===== src/rtl/multicycle_controller.sv =====
// Main control FSM for the multicycle RV32I core: sequences each instruction
// through fetch/decode/execute/memory/writeback and drives every datapath select.
module multicycle_controller #(
  parameter int STATE_W = 4
) (
  input  logic               clk,
  input  logic               reset,
  input  logic [6:0]         op,
  input  logic [2:0]         funct3,
  input  logic               funct7b5,
  input  logic               zero,
  input  logic               mem_ready,
  output logic               PCWrite,
  output logic               AdrSrc,
  output logic               MemWrite,
  output logic               IRWrite,
  output logic               RegWrite,
  output logic [1:0]         ResultSrc,
  output logic [1:0]         ALUSrcA,
  output logic [1:0]         ALUSrcB,
  output logic [2:0]         ALUControl,
  output logic [1:0]         ImmSrc,
  output logic               illegal,
  output logic [STATE_W-1:0] state
);

  typedef enum logic [3:0] {
    FETCH    = 4'd0,
    DECODE   = 4'd1,
    MEMADR   = 4'd2,
    MEMREAD  = 4'd3,
    MEMWB    = 4'd4,
    MEMWRITE = 4'd5,
    EXECUTER = 4'd6,
    EXECUTEI = 4'd7,
    ALUWB    = 4'd8,
    BEQ      = 4'd9,
    JAL      = 4'd10,
    TRAP     = 4'd11
  } state_t;

  localparam logic [6:0] OP_LW  = 7'b0000011;
  localparam logic [6:0] OP_SW  = 7'b0100011;
  localparam logic [6:0] OP_R   = 7'b0110011;
  localparam logic [6:0] OP_I   = 7'b0010011;
  localparam logic [6:0] OP_BEQ = 7'b1100011;
  localparam logic [6:0] OP_JAL = 7'b1101111;

  localparam logic [2:0] ALU_ADD = 3'b000;
  localparam logic [2:0] ALU_SUB = 3'b001;
  localparam logic [2:0] ALU_AND = 3'b010;
  localparam logic [2:0] ALU_OR  = 3'b011;
  localparam logic [2:0] ALU_SLT = 3'b101;

  state_t cur_state;
  state_t next_state;
  logic [2:0] alu_decoded;

  always_ff @(posedge clk) begin
    if (!reset) cur_state <= FETCH;
    else        cur_state <= next_state;
  end

  // Memory-facing states hold until mem_ready; TRAP only leaves via reset.
  always_comb begin
    next_state = cur_state;
    unique case (cur_state)
      FETCH:    if (mem_ready) next_state = DECODE;
      DECODE: begin
        case (op)
          OP_LW, OP_SW: next_state = MEMADR;
          OP_R:         next_state = EXECUTER;
          OP_I:         next_state = EXECUTEI;
          OP_BEQ:       next_state = BEQ;
          OP_JAL:       next_state = JAL;
          default:      next_state = TRAP;
        endcase
      end
      MEMADR:   next_state = (op == OP_LW) ? MEMREAD : MEMWRITE;
      MEMREAD:  if (mem_ready) next_state = MEMWB;
      MEMWB:    next_state = FETCH;
      MEMWRITE: if (mem_ready) next_state = FETCH;
      EXECUTER: next_state = ALUWB;
      EXECUTEI: next_state = ALUWB;
      ALUWB:    next_state = FETCH;
      BEQ:      next_state = FETCH;
      JAL:      next_state = ALUWB;
      TRAP:     next_state = TRAP;
      default:  next_state = FETCH;
    endcase
  end

  always_comb begin
    case (funct3)
      3'b000:  alu_decoded = (funct7b5 && op[5]) ? ALU_SUB : ALU_ADD;
      3'b010:  alu_decoded = ALU_SLT;
      3'b110:  alu_decoded = ALU_OR;
      3'b111:  alu_decoded = ALU_AND;
      default: alu_decoded = ALU_ADD;
    endcase
  end

  always_comb begin
    case (op)
      OP_LW, OP_I: ImmSrc = 2'b00;
      OP_SW:       ImmSrc = 2'b01;
      OP_BEQ:      ImmSrc = 2'b10;
      OP_JAL:      ImmSrc = 2'b11;
      default:     ImmSrc = 2'b00;
    endcase
  end

  always_comb begin
    PCWrite    = 1'b0;
    AdrSrc     = 1'b0;
    MemWrite   = 1'b0;
    IRWrite    = 1'b0;
    RegWrite   = 1'b0;
    ResultSrc  = 2'b00;
    ALUSrcA    = 2'b00;
    ALUSrcB    = 2'b00;
    ALUControl = ALU_ADD;
    illegal    = 1'b0;
    case (cur_state)
      FETCH: begin
        ALUSrcB   = 2'b10;
        ResultSrc = 2'b10;
        IRWrite   = mem_ready;
        PCWrite   = mem_ready;
      end
      DECODE: begin
        ALUSrcA = 2'b01;
        ALUSrcB = 2'b01;
      end
      MEMADR: begin
        ALUSrcA = 2'b10;
        ALUSrcB = 2'b01;
      end
      MEMREAD: AdrSrc = 1'b1;
      MEMWB: begin
        ResultSrc = 2'b01;
        RegWrite  = 1'b1;
      end
      MEMWRITE: begin
        AdrSrc   = 1'b1;
        MemWrite = 1'b1;
      end
      EXECUTER: begin
        ALUSrcA    = 2'b10;
        ALUControl = alu_decoded;
      end
      EXECUTEI: begin
        ALUSrcA    = 2'b10;
        ALUSrcB    = 2'b01;
        ALUControl = alu_decoded;
      end
      ALUWB: RegWrite = 1'b1;
      BEQ: begin
        ALUSrcA    = 2'b10;
        ALUControl = ALU_SUB;
        PCWrite    = zero;
      end
      JAL: begin
        ALUSrcA = 2'b01;
        ALUSrcB = 2'b10;
        PCWrite = 1'b1;
      end
      TRAP:    illegal = 1'b1;
      default: ;
    endcase
  end

  assign state = STATE_W'(cur_state);

endmodule


===== config.mk =====
export PLATFORM = sky130hd
export DESIGN_NAME = multicycle_controller
export DESIGN_NICKNAME = d
export VERILOG_FILES = /design/src/rtl/multicycle_controller.sv
export SDC_FILE = /design/constraint.sdc
export NUM_CORES = 1
export LEC_CHECK = 0
export BUFFER_PORTS_ARGS = -buffer_cell sky130_fd_sc_hd__buf_2
export CORE_MARGIN = 1.5
export CORE_UTILIZATION = 25
export DETAILED_ROUTE_END_ITERATION = 16
export PLACE_DENSITY = 0.49
export SKIP_CTS_REPAIR_TIMING = 1
export SYNTH_ARGS = -nofsm -noshare
export SYNTH_HDL_FRONTEND = slang
export SYNTH_SLANG_ARGS = --single-unit

===== constraint.sdc =====
create_clock -name clk -period 1.65 [get_ports clk]
set_clock_uncertainty 0.15 [all_clocks]
set_input_delay 0.33 -clock clk [delete_from_list [all_inputs] [get_ports clk]]
set_output_delay 0.33 -clock clk [all_outputs]
set_load 0.005 [all_outputs]

==> results of run 1 <==
## routing by layer
layer / share of wire / GRT usage / vias to the layer above
li1: - / - / 423
met1: 0.45 / 0.205 / 387
met2: 0.48 / 0.240 / 32
met3: 0.067 / 0.0464 / 0
met4: 0 / 0.0125 / 0
met5: 0 / 0 / -
## layout by cell type (no fill, tap or decap), types with 3 or more instances in the layout
cell type / count
nand2_1: 10
clkbuf_4: 3
o21a_1: 3
buf_6: 8
nor2_1: 7
nor3_1: 5
buf_4: 12
nand2b_1: 3
buf_2: 35
a21oi_1: 4
dfxtp_4: 4
## power by group through the flow
stage	registers [W]	clock network [W]	logic, W
final	0.000197	0.000128	0.00109
after global routing	0.000205	0.000138	0.00119
after CTS	0.000174	0.000126	0.000888
after detailed placement	0.000175	0	0.000884
after global placement	0.000175	0	0.000874
after floorplan	0.000151	0	0.000595
## cell type report
class                   count  area [sq um]  share of cell area
multi-input cells          76           559               0.519
flip-flops and latches      4          95.1              0.0883
inverters                   2          7.51             0.00697
well taps                  30          37.5              0.0348
clock buffers               3          22.5              0.0209
repair buffers             55           355               0.330
## logic make-up after synthesis
| kind of cell | Yosys count |
|---|---|
| mux | 2 |
| simple gates | 49 |
| flops | 4 |
| xor+xnor | 3 |
| buf+inv | 10 |
| compound gates | 22 |
## worst reg2reg max path, stage by stage (launching register included)
cell and delay (ps):
dfxtp_4 370, buf_6 140, buf_6 130, nor4b_4 330
nand4_1 180, o31ai_2 90, o311a_1 160
## stage by stage
step	cells	setup TNS [ps]
2_1_floorplan	90	0
3_3_place_gp	164	-62.7
3_5_place_dp	164	-83.7
4_1_cts	167	-2110
5_1_grt	170	-1960
6_report	170	-992
## worst max path at each step
stage	endpoint	slack, ps
finish	ALUControl[0]	-170
CTS	ALUControl[0]	-240
global placement	ALUControl[0]	-60
global route	ALUSrcB[1]	-210
detailed placement	ALUControl[0]	-80
floorplan	IRWrite	40
## synthesized netlist by cell type, drive strengths merged
master,number,share of area
and2b,1,0.013
nand2,11,0.062
inv,2,0.011
a211oi,1,0.011
and2,1,0.0094
o31ai,3,0.034
and4b,1,0.015
nor4b,1,0.036
o21ai,1,0.0075
a21boi,2,0.022
nand3,2,0.015
nor2b,2,0.019
nor2,9,0.050
a21oi,6,0.045
nand3b,2,0.022
o211a,1,0.015
a32oi,1,0.013
o2bb2ai,1,0.013
dfxtp,4,0.12
or2b,2,0.026
nor3,6,0.045
and3b,1,0.013
nor4,1,0.0094
and4bb,1,0.019
o311a,1,0.015
clkbuf,4,0.082
or2,1,0.0094
or3b,1,0.013
or4,1,0.011
o21a,3,0.034
xnor2,1,0.013
a31oi,1,0.0094
mux2i,1,0.015
a21o,1,0.011
or3,1,0.0094
mux2,1,0.017
buf,4,0.052
nand2b,3,0.028
nand4,1,0.0094
xor2,2,0.026
==> impl_metrics.toml, run 1 <==
[outcome]
status = "finished with violations"
failed_checks = "negative setup slack"

[floorplan]
initial_core_util = 0.268
die_y_um = 54.7
core_sq_um = 2500
ios = 36
rows = 18
die_w_um = 54.7
die_area_sq_um = 3000

[logic_synthesis]
synth-simple-area-share = 0.434
syn_inst = 90
muxShareOfSynthArea = 0.0318
synth_nets = 105
ys_warn_count = 0
yosysSeqAreaShare = 0.120
synth.distinct_cells = 43
synth_fa_ha_area_frac = 0
syn_area_per_cell_sq_um = 7.44
syn_area_sq_um = 669
synth_compound_area_frac = 0.230
synth_top_family_by_area = "simple AND/OR/NAND/NOR gates"
synth_xor_area_frac = 0.0393
ys_ff_latch = 4

[worst_setup_path]
slowest_stage = "or4_4"
critPathCaptureType = "output port"
slowest_delay_ps = 520
cp.required_ps = 1170
crit_cells = 3
critPathTopFamily = "simple AND/OR/NAND/NOR gates"
cp-start-kind = "flop"
cp_cell_sequence = "or4_4 > o31ai_2 > buf_2"
path_class = "reg -> out"
cp-startpoint = "state[3]"
crit_path_max_fanout = 6
r2r.worst_path.cells = 6
reg2reg_to = "state[0]"
r2r_setup_slack_ps = 40
worst-path-buf-inv = 1
r2r-start = "state[3]"
cp_data_arrival_time_ps = 1340

[detailed_routing]
ant_nets = 0
vias_per_cell = 4.95
drt-initial-drc-count = 3
drt-total-wl_um = 2220
vias = 842
drc = 0
dr.pass1.iters = 2
wl_per_cell_um = 13.1

[finish]
largest_register_ffs = 4
drive_above_1_share = 0.571
post-route-cell-area_sq_um = 1080
fill_cells = 266
fin_nets = 157
area_growth_pct = 60.9
diodes = 0
post-route-util = 0.431

[placed_design]
post-dp-hpwl_um = 1630
place_area_sq_um = 920
place_congestion = 0.745
numPortBuffers = 35
place_ws_ps = -83.7

[timing]
rsz0062_at_grt = "yes"
hold_slack_ps = 205
slew_violations = 0
slew_headroom = 0.771
tightest_slew_ps = 342
final-setup-viol-count = 12
period_share = 1.10
final_hold_viol_count = 0
max_freq_ghz = 0.550
layout_setup_ws_ps = -167
fin_crit_ps = 1820

[cts]
htreeDepth = 1
clock_path_buffers = 2
clk_pin_slew_ps = 40
cts_inserted_buffers = 3
cts_tree = "done"
clk_latency_ps = 240
clock-sinks = 4
root_buffer = "clkbuf_4"

[power]
p_int_w = 0.000820
clkPwrFrac = 0.091
power_frac_seq = 0.140
fin_total_pwr_w = 0.00141
p_per_area_nw_per_um2 = 1310
p_sw_frac = 0.420
p_switching_w = 0.000592
p_leak_nw = 0.523
vdd_ir_drop_max_mv = 0.774
share_comb_of_total_power = 0.769

[worst_hold_path]
hold_path_depth = 2
hold_start = "reset"
holdCritPathClass = "in -> reg"
min_to = "state[0]"

[global_route]
antenna_found_initial = 0
grt_max_degree = 10
grt_overflow = 0
grt_usage = 0.151
grt_pass1_wl_um = 3260
grt_pass1_vias = 747

[job]
max_cap_viol_count = 0
Power figures use the tool's default switching activity.
==> run 2, diff against run 1 <==
- CELL_PAD_IN_SITES_DETAIL_PLACEMENT: not set -> 1
- CELL_PAD_IN_SITES_GLOBAL_PLACEMENT: not set -> 2
- CORE_UTILIZATION: 25 -> 22
- PLACE_DENSITY: 0.49 -> 0.76
==> impl_metrics.toml, run 2 (same netlist as run 1, synthesis figures left out) <==
[outcome]
status = "finished with violations"
failed_checks = "design-rule violations, negative setup slack"

[global_route]
grt_usage = 0.136
antenna_found_initial = 0
grt_overflow = 0
grt_pass1_vias = 830
grt_pass1_wl_um = 3670
grt_max_degree = 11

[power]
vdd_ir_drop_max_mv = 0.650
p_leak_nw = 0.509
p_per_area_nw_per_um2 = 1310

[detailed_routing]
dr.pass1.iters = 12
drc = 4
vias = 856
drt-initial-drc-count = 19
vias_per_cell = 5.10
drt-total-wl_um = 2460
ant_nets = 0
wl_per_cell_um = 14.6

[timing]
max_freq_ghz = 0.550
fin_crit_ps = 1820
final_hold_viol_count = 0
layout_setup_ws_ps = -169
period_share = 1.10
slew_headroom = 0.778
rsz0062_at_grt = "yes"
slew_violations = 0
hold_slack_ps = 199
tightest_slew_ps = 331
final-setup-viol-count = 12

[cts]
cts_inserted_buffers = 3
root_buffer = "clkbuf_4"
clk_latency_ps = 240
clk_pin_slew_ps = 40
htreeDepth = 1
clock_path_buffers = 2
clock-sinks = 4
cts_tree = "done"

[placed_design]
numPortBuffers = 35
post-dp-hpwl_um = 1870
place_area_sq_um = 911
place_congestion = 0.761

[worst_hold_path]
min_to = "state[1]"
holdCritPathClass = "in -> reg"
hold_start = "reset"
hold_path_depth = 2

[worst_setup_path]
cp_data_arrival_time_ps = 1340
crit_path_max_fanout = 5
r2r_setup_slack_ps = 110
path_class = "reg -> out"
r2r.worst_path.cells = 5
cp.required_ps = 1170
cp-start-kind = "flop"
r2r-start = "state[1]"
reg2reg_to = "state[0]"
critPathCaptureType = "output port"
cp-startpoint = "state[2]"

[finish]
fin_nets = 154
post-route-cell-area_sq_um = 1050
layout_commonest_cell = "buf_2"
largest_register_ffs = 4
post-route-util = 0.373
diodes = 0
drive_above_1_share = 0.562
area_growth_pct = 57.6
mostFrequentLayoutCells = "buf_2, nand2_1, buf_4"

[floorplan]
die_y_um = 58.2
die_w_um = 58.2
initial_core_util = 0.237
ios = 36
core_sq_um = 2830
rows = 19
die_area_sq_um = 3380

[job]
max_cap_viol_count = 0
run 2: cell types whose count changed in the layout (fill, tap and decap cells not counted), sizes merged:
| cell | delta |
|---|---|
| buf | -3 |
run 2: report_power, final:
| part | switching, W | internal (W) |
|---|---|---|
| clock network | 0.0000462 | 0.0000818 |
| logic | 0.000503 | 0.000567 |
| registers | 0.0000464 | 0.000141 |
| total | 0.000595 | 0.000790 |
run 2: worst max-delay path by stage:
stage	depth (start not counted)	to	slack (ps)
finish	5	ALUSrcB[0]	-170
global route	5	ALUSrcB[0]	-220
CTS	4	ResultSrc[0]	-250
detailed placement	6	ALUControl[0]	-100
global placement	6	ALUControl[0]	-70
floorplan	4	IRWrite	40
run 2: routing by layer:
| layer | track usage | vias to the layer above | routed length, um |
|---|---|---|---|
| met5 | 0 | - | 0 |
| li1 | - | 419 | - |
| met4 | 0.00997 | 0 | 12 |
| met2 | 0.242 | 22 | 1280 |
| met3 | 0.0290 | 2 | 106 |
| met1 | 0.176 | 413 | 1060 |
run 2: stage by stage:
stage               setup WS, ps  total power, W  TNS [ps]  cells
detailed placement          -102         0.00107      -143    162
global placement           -74.2         0.00105     -77.4    162
CTS                         -254         0.00120     -2680    165
global route                -223         0.00150     -1920    168
finish                      -169         0.00139     -1100    168
floorplan                   39.6        0.000745         0     90
run 2: critical path, stage by stage, from the launching register on:
cell and delay (ps):
dfxtp_4 350, buf_6 130, xor2_1 150, mux2_2 270
nor2_1 80, buf_2 110
run 2: cell type report:
class | instances | area [sq um]
tap | 31 | 38.8
timing repair buffer | 52 | 332
sequential | 4 | 92.6
inverter | 2 | 7.51
multi-input combinational | 76 | 562
clock buffer | 3 | 22.5
fill | 359 | 1770
==> run 3, diff against run 2 <==
- PLACE_DENSITY: 0.76 -> not set
- PLACE_DENSITY_LB_ADDON: not set -> 0.1
==> impl_metrics.toml, run 3 (same netlist as run 1, synthesis figures left out) <==
[worst_setup_path]
slowest_stage = "or4_4"
cp-start-kind = "flop"
cp_data_arrival_time_ps = 1330
cp_cell_sequence = "or4_4 > o31ai_2 > buf_2"
critPathCaptureType = "output port"
worst-path-buf-inv = 1
r2r-start = "state[3]"
path_class = "reg -> out"
cp-startpoint = "state[3]"
critPathTopFamily = "simple AND/OR/NAND/NOR gates"
crit_path_max_fanout = 6
cp.required_ps = 1170
slowest_delay_ps = 520

[power]
p_per_area_nw_per_um2 = 1280
vdd_ir_drop_max_mv = 0.606
p_leak_nw = 0.532

[cts]
cts_inserted_buffers = 3
clk_pin_slew_ps = 40
clock-sinks = 4
htreeDepth = 1
clock_path_buffers = 2
cts_tree = "done"
clk_latency_ps = 230
root_buffer = "clkbuf_4"

[timing]
rsz0062_at_grt = "yes"
final_hold_viol_count = 0
tightest_slew_ps = 335
slew_violations = 0
layout_setup_ws_ps = -155
max_freq_ghz = 0.554
hold_slack_ps = 208
slew_headroom = 0.776
final-setup-viol-count = 12
period_share = 1.09
fin_crit_ps = 1810

[detailed_routing]
wl_per_cell_um = 12.8
ant_nets = 0
vias = 851
drt-total-wl_um = 2220
drt-initial-drc-count = 15
drc = 3
dr.pass1.iters = 12
vias_per_cell = 4.92

[global_route]
grt_usage = 0.139
grt_pass1_wl_um = 3690
grt_overflow = 0
antenna_found_initial = 0
grt_max_degree = 9
grt_pass1_vias = 815

[worst_hold_path]
hold_start = "reset"
holdCritPathClass = "in -> reg"

[placed_design]
post-dp-hpwl_um = 1820
place_ws_ps = -117
place_congestion = 0.768
numPortBuffers = 35

[floorplan]
die_y_um = 58.2
ios = 36
die_area_sq_um = 3380
core_sq_um = 2830
rows = 19
initial_core_util = 0.237
die_w_um = 58.2

[finish]
largest_register_ffs = 4
mostFrequentLayoutCells = "buf_2, buf_4, nand2_1"
multi_input_comb_area_sq_um = 556
fin_nets = 159
regArea_sq_um = 92.6
layout_commonest_cell = "buf_2"
post-route-util = 0.384
diodes = 0
area_growth_pct = 62.4
drive_above_1_share = 0.585
fill_cells = 362

[job]
max_cap_viol_count = 0

[outcome]
failed_checks = "design-rule violations, negative setup slack"
status = "finished with violations"
run 3: changes by cell type in the layout (fill, tap and decap cells not counted), moves of 2 or more:
cell,change
buf_8,+2
buf_4,+6
nor3_1,+2
nand2_2,+2
nor3_2,-2
nand2_1,-2
run 3: worst reg2reg max path, cell delays in order, from the launching register on:
cell	delay, ps
dfxtp_4	360
buf_4	140
buf_4	140
nand2b_1	160
nand2_1	80
a211oi_1	70
o311a_1	320
run 3: cell type report:
| class | instances | area share |
|---|---|---|
| Clock buffer | 3 | 0.0207 |
| Inverter | 2 | 0.00690 |
| Multi-Input combinational cell | 76 | 0.511 |
| Sequential cell | 4 | 0.0852 |
| Tap cell | 31 | 0.0357 |
| Timing Repair Buffer | 57 | 0.341 |
run 3: path summary, 6_finish.rpt:
kind	endpoint	slack [ps]	cells after the start
hold reg to reg	state[3]	620	4
setup / recovery	ALUControl[0]	-160	3
hold / removal	state[1]	210	2
setup reg to reg	state[0]	100	6
run 3: per-stage QoR:
stage                     instances  instance area, sq um  setup TNS, ps  total power [W]
final                           173                  1090           -765          0.00139
after floorplan                  90                   669              0         0.000745
after detailed placement        167                   936           -117          0.00107
after CTS                       170                   958          -2400          0.00120
after global routing            173                  1090          -1680          0.00152
after global placement          167                   936          -86.6          0.00107
run 3: power by group:
group	switching (W)	internal (W)
combinational	0.000473	0.000601
sequential	0.0000515	0.000141
clock	0.0000410	0.0000814
run 3: metal layers:
metal  GRT usage  share of wire
met1       0.195           0.47
met2       0.222           0.48
met3      0.0446          0.049
met4           0              0
met5           0              0
